--- config.mk ---
export PLATFORM = sky130hd
export DESIGN_NAME = i2s_audio_tx
export DESIGN_NICKNAME = d
export VERILOG_FILES = /design/src/rtl/i2s_pkg.sv /design/src/rtl/i2s_clk_gen.sv /design/src/rtl/i2s_audio_tx.sv
export SDC_FILE = /design/constraint.sdc
export NUM_CORES = 1
export LEC_CHECK = 0
export CORE_MARGIN = 2
export CORE_UTILIZATION = 25
export CTS_BUF_LIST = sky130_fd_sc_hd__clkbuf_8
export DETAILED_ROUTE_END_ITERATION = 10
export PLACE_DENSITY = 0.38
export SYNTH_ARGS = -nofsm -noshare
export SYNTH_HDL_FRONTEND = slang
export SYNTH_SLANG_ARGS = --single-unit
--- constraint.sdc ---
create_clock -name clk -period 3.8 [get_ports clk]
set_input_delay 0.95 -clock clk [delete_from_list [all_inputs] [get_ports clk]]
set_output_delay 0.95 -clock clk [all_outputs]
set_load 0.02 [all_outputs]
--- src/rtl/i2s_pkg.sv ---
// Shared constants, sample types and slot helper for the I2S transmitter.
// Used by i2s_clk_gen and i2s_audio_tx.
package i2s_pkg;

    localparam int SAMPLE_W     = 16;
    localparam int SLOTS_PER_CH = 32;
    localparam int SLOT_W       = $clog2(SLOTS_PER_CH);

    localparam logic [SLOT_W-1:0] DELAY_SLOT      = SLOT_W'(0);
    localparam logic [SLOT_W-1:0] FIRST_DATA_SLOT = SLOT_W'(1);
    localparam logic [SLOT_W-1:0] LAST_DATA_SLOT  = SLOT_W'(16);

    typedef logic signed [SAMPLE_W-1:0] sample_t;

    typedef struct packed {
        sample_t left;
        sample_t right;
    } stereo_sample_t;

    // Serial bit carried by a slot: delay slot, MSB-first data, then zero pad.
    function automatic logic slot_bit(input sample_t word,
                                      input logic [SLOT_W-1:0] slot);
        logic [SLOT_W-1:0] idx;
        idx = LAST_DATA_SLOT - slot;
        if (slot != DELAY_SLOT && slot >= FIRST_DATA_SLOT &&
            slot <= LAST_DATA_SLOT)
            return |(word & sample_t'(32'd1 << idx));
        return 1'b0;
    endfunction

endpackage

--- src/rtl/i2s_clk_gen.sv ---
// Free-running I2S clock counter; MCLK/SCK/LRCK are direct flop bits.
// Also provides frame-load and SCK-fall strobes plus the current slot index.
module i2s_clk_gen
    import i2s_pkg::*;
#(
    parameter int SCK_BIT  = 4,
    parameter int MCLK_BIT = 1
) (
    input  logic              clk,
    input  logic              rst_n,
    input  logic              en,
    output logic              mclk,
    output logic              sck,
    output logic              lrck,
    output logic              frame_load,
    output logic              sck_fall,
    output logic [SLOT_W-1:0] slot
);

    localparam int LRCK_BIT = SCK_BIT + 6;

    logic [LRCK_BIT:0] cnt;

    always_ff @(posedge clk) begin
        if (!rst_n || !en)
            cnt <= '0;
        else
            cnt <= cnt + 1'b1;
    end

    assign mclk       = cnt[MCLK_BIT];
    assign sck        = cnt[SCK_BIT];
    assign lrck       = cnt[LRCK_BIT];
    assign slot       = cnt[LRCK_BIT-1:SCK_BIT+1];
    assign frame_load = &cnt;
    assign sck_fall   = &cnt[SCK_BIT:0];

endmodule

--- src/rtl/i2s_audio_tx.sv ---
// I2S stereo transmitter: one-pair holding buffer feeding a serial shift pair.
// Optional I2S_TX_VOLUME_EN adds a vol port applying an arithmetic right shift.
module i2s_audio_tx
    import i2s_pkg::*;
#(
    parameter int SCK_BIT  = 4,
    parameter int MCLK_BIT = 1
) (
    input  logic                clk,
    input  logic                rst_n,
    input  logic                en,
    input  logic                in_valid,
    input  logic [SAMPLE_W-1:0] in_left,
    input  logic [SAMPLE_W-1:0] in_right,
`ifdef I2S_TX_VOLUME_EN
    input  logic [2:0]          vol,
`endif
    output logic                in_ready,
    output logic                underrun,
    output logic                mclk,
    output logic                sck,
    output logic                lrck,
    output logic                sdin
);

    stereo_sample_t    hold;
    stereo_sample_t    shift;
    stereo_sample_t    scaled;
    logic              hold_full;
    logic              frame_load;
    logic              sck_fall;
    logic              accept;
    logic [SLOT_W-1:0] slot;
    logic [SLOT_W:0]   next_pos;

    i2s_clk_gen #(
        .SCK_BIT (SCK_BIT),
        .MCLK_BIT(MCLK_BIT)
    ) u_clk_gen (
        .clk       (clk),
        .rst_n     (rst_n),
        .en        (en),
        .mclk      (mclk),
        .sck       (sck),
        .lrck      (lrck),
        .frame_load(frame_load),
        .sck_fall  (sck_fall),
        .slot      (slot)
    );

    assign in_ready = !hold_full;
    assign accept   = in_valid && !hold_full;
    assign underrun = frame_load && !hold_full;
    // Channel and slot that begin right after the coming SCK fall.
    assign next_pos = {lrck, slot} + 1'b1;

`ifdef I2S_TX_VOLUME_EN
    assign scaled.left  = $signed(hold.left) >>> vol;
    assign scaled.right = $signed(hold.right) >>> vol;
`else
    assign scaled = hold;
`endif

    always_ff @(posedge clk) begin
        if (!rst_n) begin
            hold_full <= 1'b0;
            hold      <= '0;
        end else if (accept) begin
            hold      <= '{left: in_left, right: in_right};
            hold_full <= 1'b1;
        end else if (en && frame_load) begin
            hold_full <= 1'b0;
        end
    end

    always_ff @(posedge clk) begin
        if (!rst_n || !en) begin
            shift <= '0;
            sdin  <= 1'b0;
        end else begin
            if (frame_load && hold_full)
                shift <= scaled;
            if (sck_fall)
                sdin <= slot_bit(next_pos[SLOT_W] ? shift.right : shift.left,
                                 next_pos[SLOT_W-1:0]);
        end
    end

endmodule

==> summary.md <==
| Metric | Value |
|---|---|
| Vias | `2694` |
| Initial antenna violation count | `0` |
| Max-cap violations | `0` |
| Post-CTS Setup Inserts | `0` |
| Hold Crit Start | `shift[1]` |
| Skew final | `6.78 ps` |
| Nets | `482` |
| Final Cycle Share | `92.0%` |
| Power Density | `393 nW/um^2` |
| Critical path's most frequent cell | `and3_4` |
| Synth Flop Type | `dfxtp_1` |
| Number of synthesized flops with an enable pin | `0` |
| Vias per cell | `4.37` |
| Worst-path clk slew | `80 ps` |
| Max-slew violation count | `0` |
| Boundary Pins | `42` |
| Worst R2R Start | `u_clk_gen.cnt[5]` |
| Synthesis-stage register bit count | `77` |
| Post-route core utilization | `31.6%` |
| Vias in the first global route | `2674` |
| Hold WC Path Type | `reg2reg` |
| Core box area | `13300 sq um` |
| Final hold violations | `0` |
| Mapped cell area | `3450 sq um` |
| Max Freq | `286 MHz` |
| H-tree lvl count | `3` |
| Average wire per standard cell | `13.2 um` |
| CTS Buffer Depth | `2` |
| CTS sink count | `77` |
| Die Span X | `121 um` |
| DR iter-0 viols | `93` |
| Synth Area per Inst | `8.52 sq um` |
| Crit. End Element | `primary output` |
| DP Area | `3990 sq um` |
| # port buffers | `41` |
| Critical path cell sequence | `ha_1 -> and3_4 -> and3_4 -> and3_1 -> nand2_1 -> nor3b_1 -> clkdlybuf4s50_1` |
| WP depth | `7` |
| Setup TNS | `0 ps` |
| Yosys cell types | `36` |
| Detailed-route DRC error count | `0` |
| Antenna viol nets, final | `0` |
| FF-to-FF End | `sdin` |
| Sequential fraction of the synthesis area | `44.7%` |
| Die Area | `14800 sq um` |
| Crit Path Class | `reg2out` |
| Layout cell share with drive strength beyond 1 | `12.5%` |
| Final WL | `8.13 mm` |
| Syn-to-layout area delta | `22.1%` |
| Die Ht | `121 um` |
| CTS Hold Bufs | `0` |
| Dpl hpwl | `5.51 mm` |
| Largest net degree at the start of global routing | `36` |
| Setup-failing EPs final | `0` |
| Worst Setup Start Kind | `register` |
| Maximum VDD drop | `0.000171 V` |
| Max Fanout on Critical Path | `5` |
| Slowest cell on the critical path | `clkdlybuf4s50_1` |
| Gr usage total | `12.3%` |
| CP required | `2850 ps` |
| Headroom to the max-slew limit | `56.9%` |
| Grt total ovfl | `0` |
| YS warnings | `0` |
| CP peak stage delay | `630 ps` |
| R2R depth | `9` |
| WHS Path Cells | `2` |
| CTS tree | `done` |
| Starting Density | `25.8%` |
| Worst skew pair latency | `360 ps` |
| Cells after synthesis | `405` |
| RSZ-0062 raised after global routing | `no` |
| Post-cts resize count | `0` |
| Detailed Routing Iterations Pass 1 | `4` |
| Gpl congestion | `0.786` |
| Post-synth net total | `452` |
| First-pass GRT wire length | `13.8 mm` |
| N_diodes | `0` |
| # rows | `42` |
| Arrival @ worst endpoint | `2550 ps` |
| LEAKAGE | `0.00144 uW` |
| R2R Setup Slk | `810 ps` |
| Tmin final | `3500 ps` |
| Least-Margin Pin Slew | `644 ps` |
| CP top delay family | `simple AND/OR/NAND/NOR gates` |
| Clock Root Buffer | `clkbuf_8` |
| Status | `complete, no violations` |
| Worst path buffer plus inverter count | `1` |
| CTS buffer count | `9` |
| Async set-reset flop share out of synthesis | `0%` |
| Final Cell Area | `4210 sq um` |
| Hold worst-path end | `shift[1]` |
synth_stat cells, types with 4 or more instances:
| cell type | instances | share of area [%] |
|---|---|---|
| xnor2_1 | 8 | 2.0 |
| xor2_1 | 6 | 1.5 |
| buf_2 | 4 | 0.58 |
| clkbuf_1 | 17 | 1.8 |
| ha_1 | 11 | 4.0 |
| mux2i_1 | 4 | 1.2 |
| nor2_1 | 12 | 1.3 |
| nand2_1 | 137 | 15 |
| a221oi_1 | 5 | 1.3 |
| inv_1 | 7 | 0.76 |
| a21boi_0 | 32 | 7.0 |
| mux2_2 | 5 | 1.6 |
| a21oi_1 | 10 | 1.5 |
| buf_6 | 4 | 1.3 |
| dfxtp_1 | 77 | 45 |
| a21oi_2 | 25 | 6.3 |
through the flow:
stage	setup WS, ps	total power, uW	hold slack (ps)	std cells
5_1_grt	100	1730	472	616
3_3_place_gp	720	971	445	600
2_1_floorplan	932	910	428	405
4_1_cts	271	1690	459	616
3_5_place_dp	697	972	448	600
6_report	305	1660	460	616
layout by cell type (no fill, tap or decap), types with 4 or more instances in the layout:
cell / count
a21boi_0: 32
a21oi_1: 10
a21oi_2: 25
a221oi_1: 5
buf_4: 6
clkbuf_8: 11
clkdlybuf4s50_1: 41
dfxtp_1: 77
ha_1: 11
inv_1: 9
mux2_2: 5
mux2i_1: 4
nand2_1: 136
nor2_1: 12
xnor2_1: 8
xor2_1: 6
sequential cells by signal, summed over array words and instances, names as in the netlist:
register and flops:
hold 32, hold_full 1, sdin 1, shift 32, u_clk_gen.cnt 11
power by group:
part	switching, uW	internal [uW]	total [uW]	leakage, uW
clock network	306	401	707	0.000118
registers	12.5	829	841	0.000626
logic	52.6	54.5	107	0.000695
total	371	1280	1660	0.00144
metal layers:
| metal | up-vias | share of wire [%] | global-route usage (%) |
|---|---|---|---|
| li1 | 1410 | - | - |
| met1 | 1236 | 50 | 16.2 |
| met2 | 34 | 44 | 18.7 |
| met3 | 14 | 3.0 | 2.58 |
| met4 | 0 | 2.7 | 6.90 |
| met5 | - | 0 | 0 |
logic make-up (layout without fill, tap and decap cells):
group	count (synthesis)	after routing	synth area share (%)
flip-flops	77	77	44.7
AO/OA/AOI/OAI	86	86	19.1
XOR/XNOR	14	14	3.55
multiplexers	9	9	2.79
adder cells (fa/ha/maj)	11	11	3.99
buffers and inverters	35	70	4.93
AND/OR/NAND/NOR	173	173	20.9
worst register-to-register path: stages (launching register included):
cell and delay, ps:
dfxtp_1 530, ha_1 380, xnor2_1 130, ha_1 570, mux2_2 390, a222oi_1 290, o21ai_0 150, mux2i_1 150
mux2i_1 90, a31o_2 200
cell type report:
class / count / area, sq um
clock buffer: 11 / 151
clock inverter: 5 / 75.1
fill: 1466 / 9140
inverter: 7 / 26.3
multi-input combinational: 293 / 1740
sequential: 77 / 1540
tap: 176 / 220
timing repair buffer: 47 / 455
worst max-delay path by stage:
| stage | slack, ps | end | start |
|---|---|---|---|
| after floorplan | 930 | underrun | u_clk_gen.cnt[1] |
| after global placement | 720 | underrun | u_clk_gen.cnt[1] |
| after detailed placement | 700 | underrun | u_clk_gen.cnt[1] |
| after CTS | 270 | underrun | u_clk_gen.cnt[1] |
| after global routing | 100 | underrun | u_clk_gen.cnt[1] |
| final | 300 | underrun | u_clk_gen.cnt[1] |
Power figures use the tool's default switching activity.
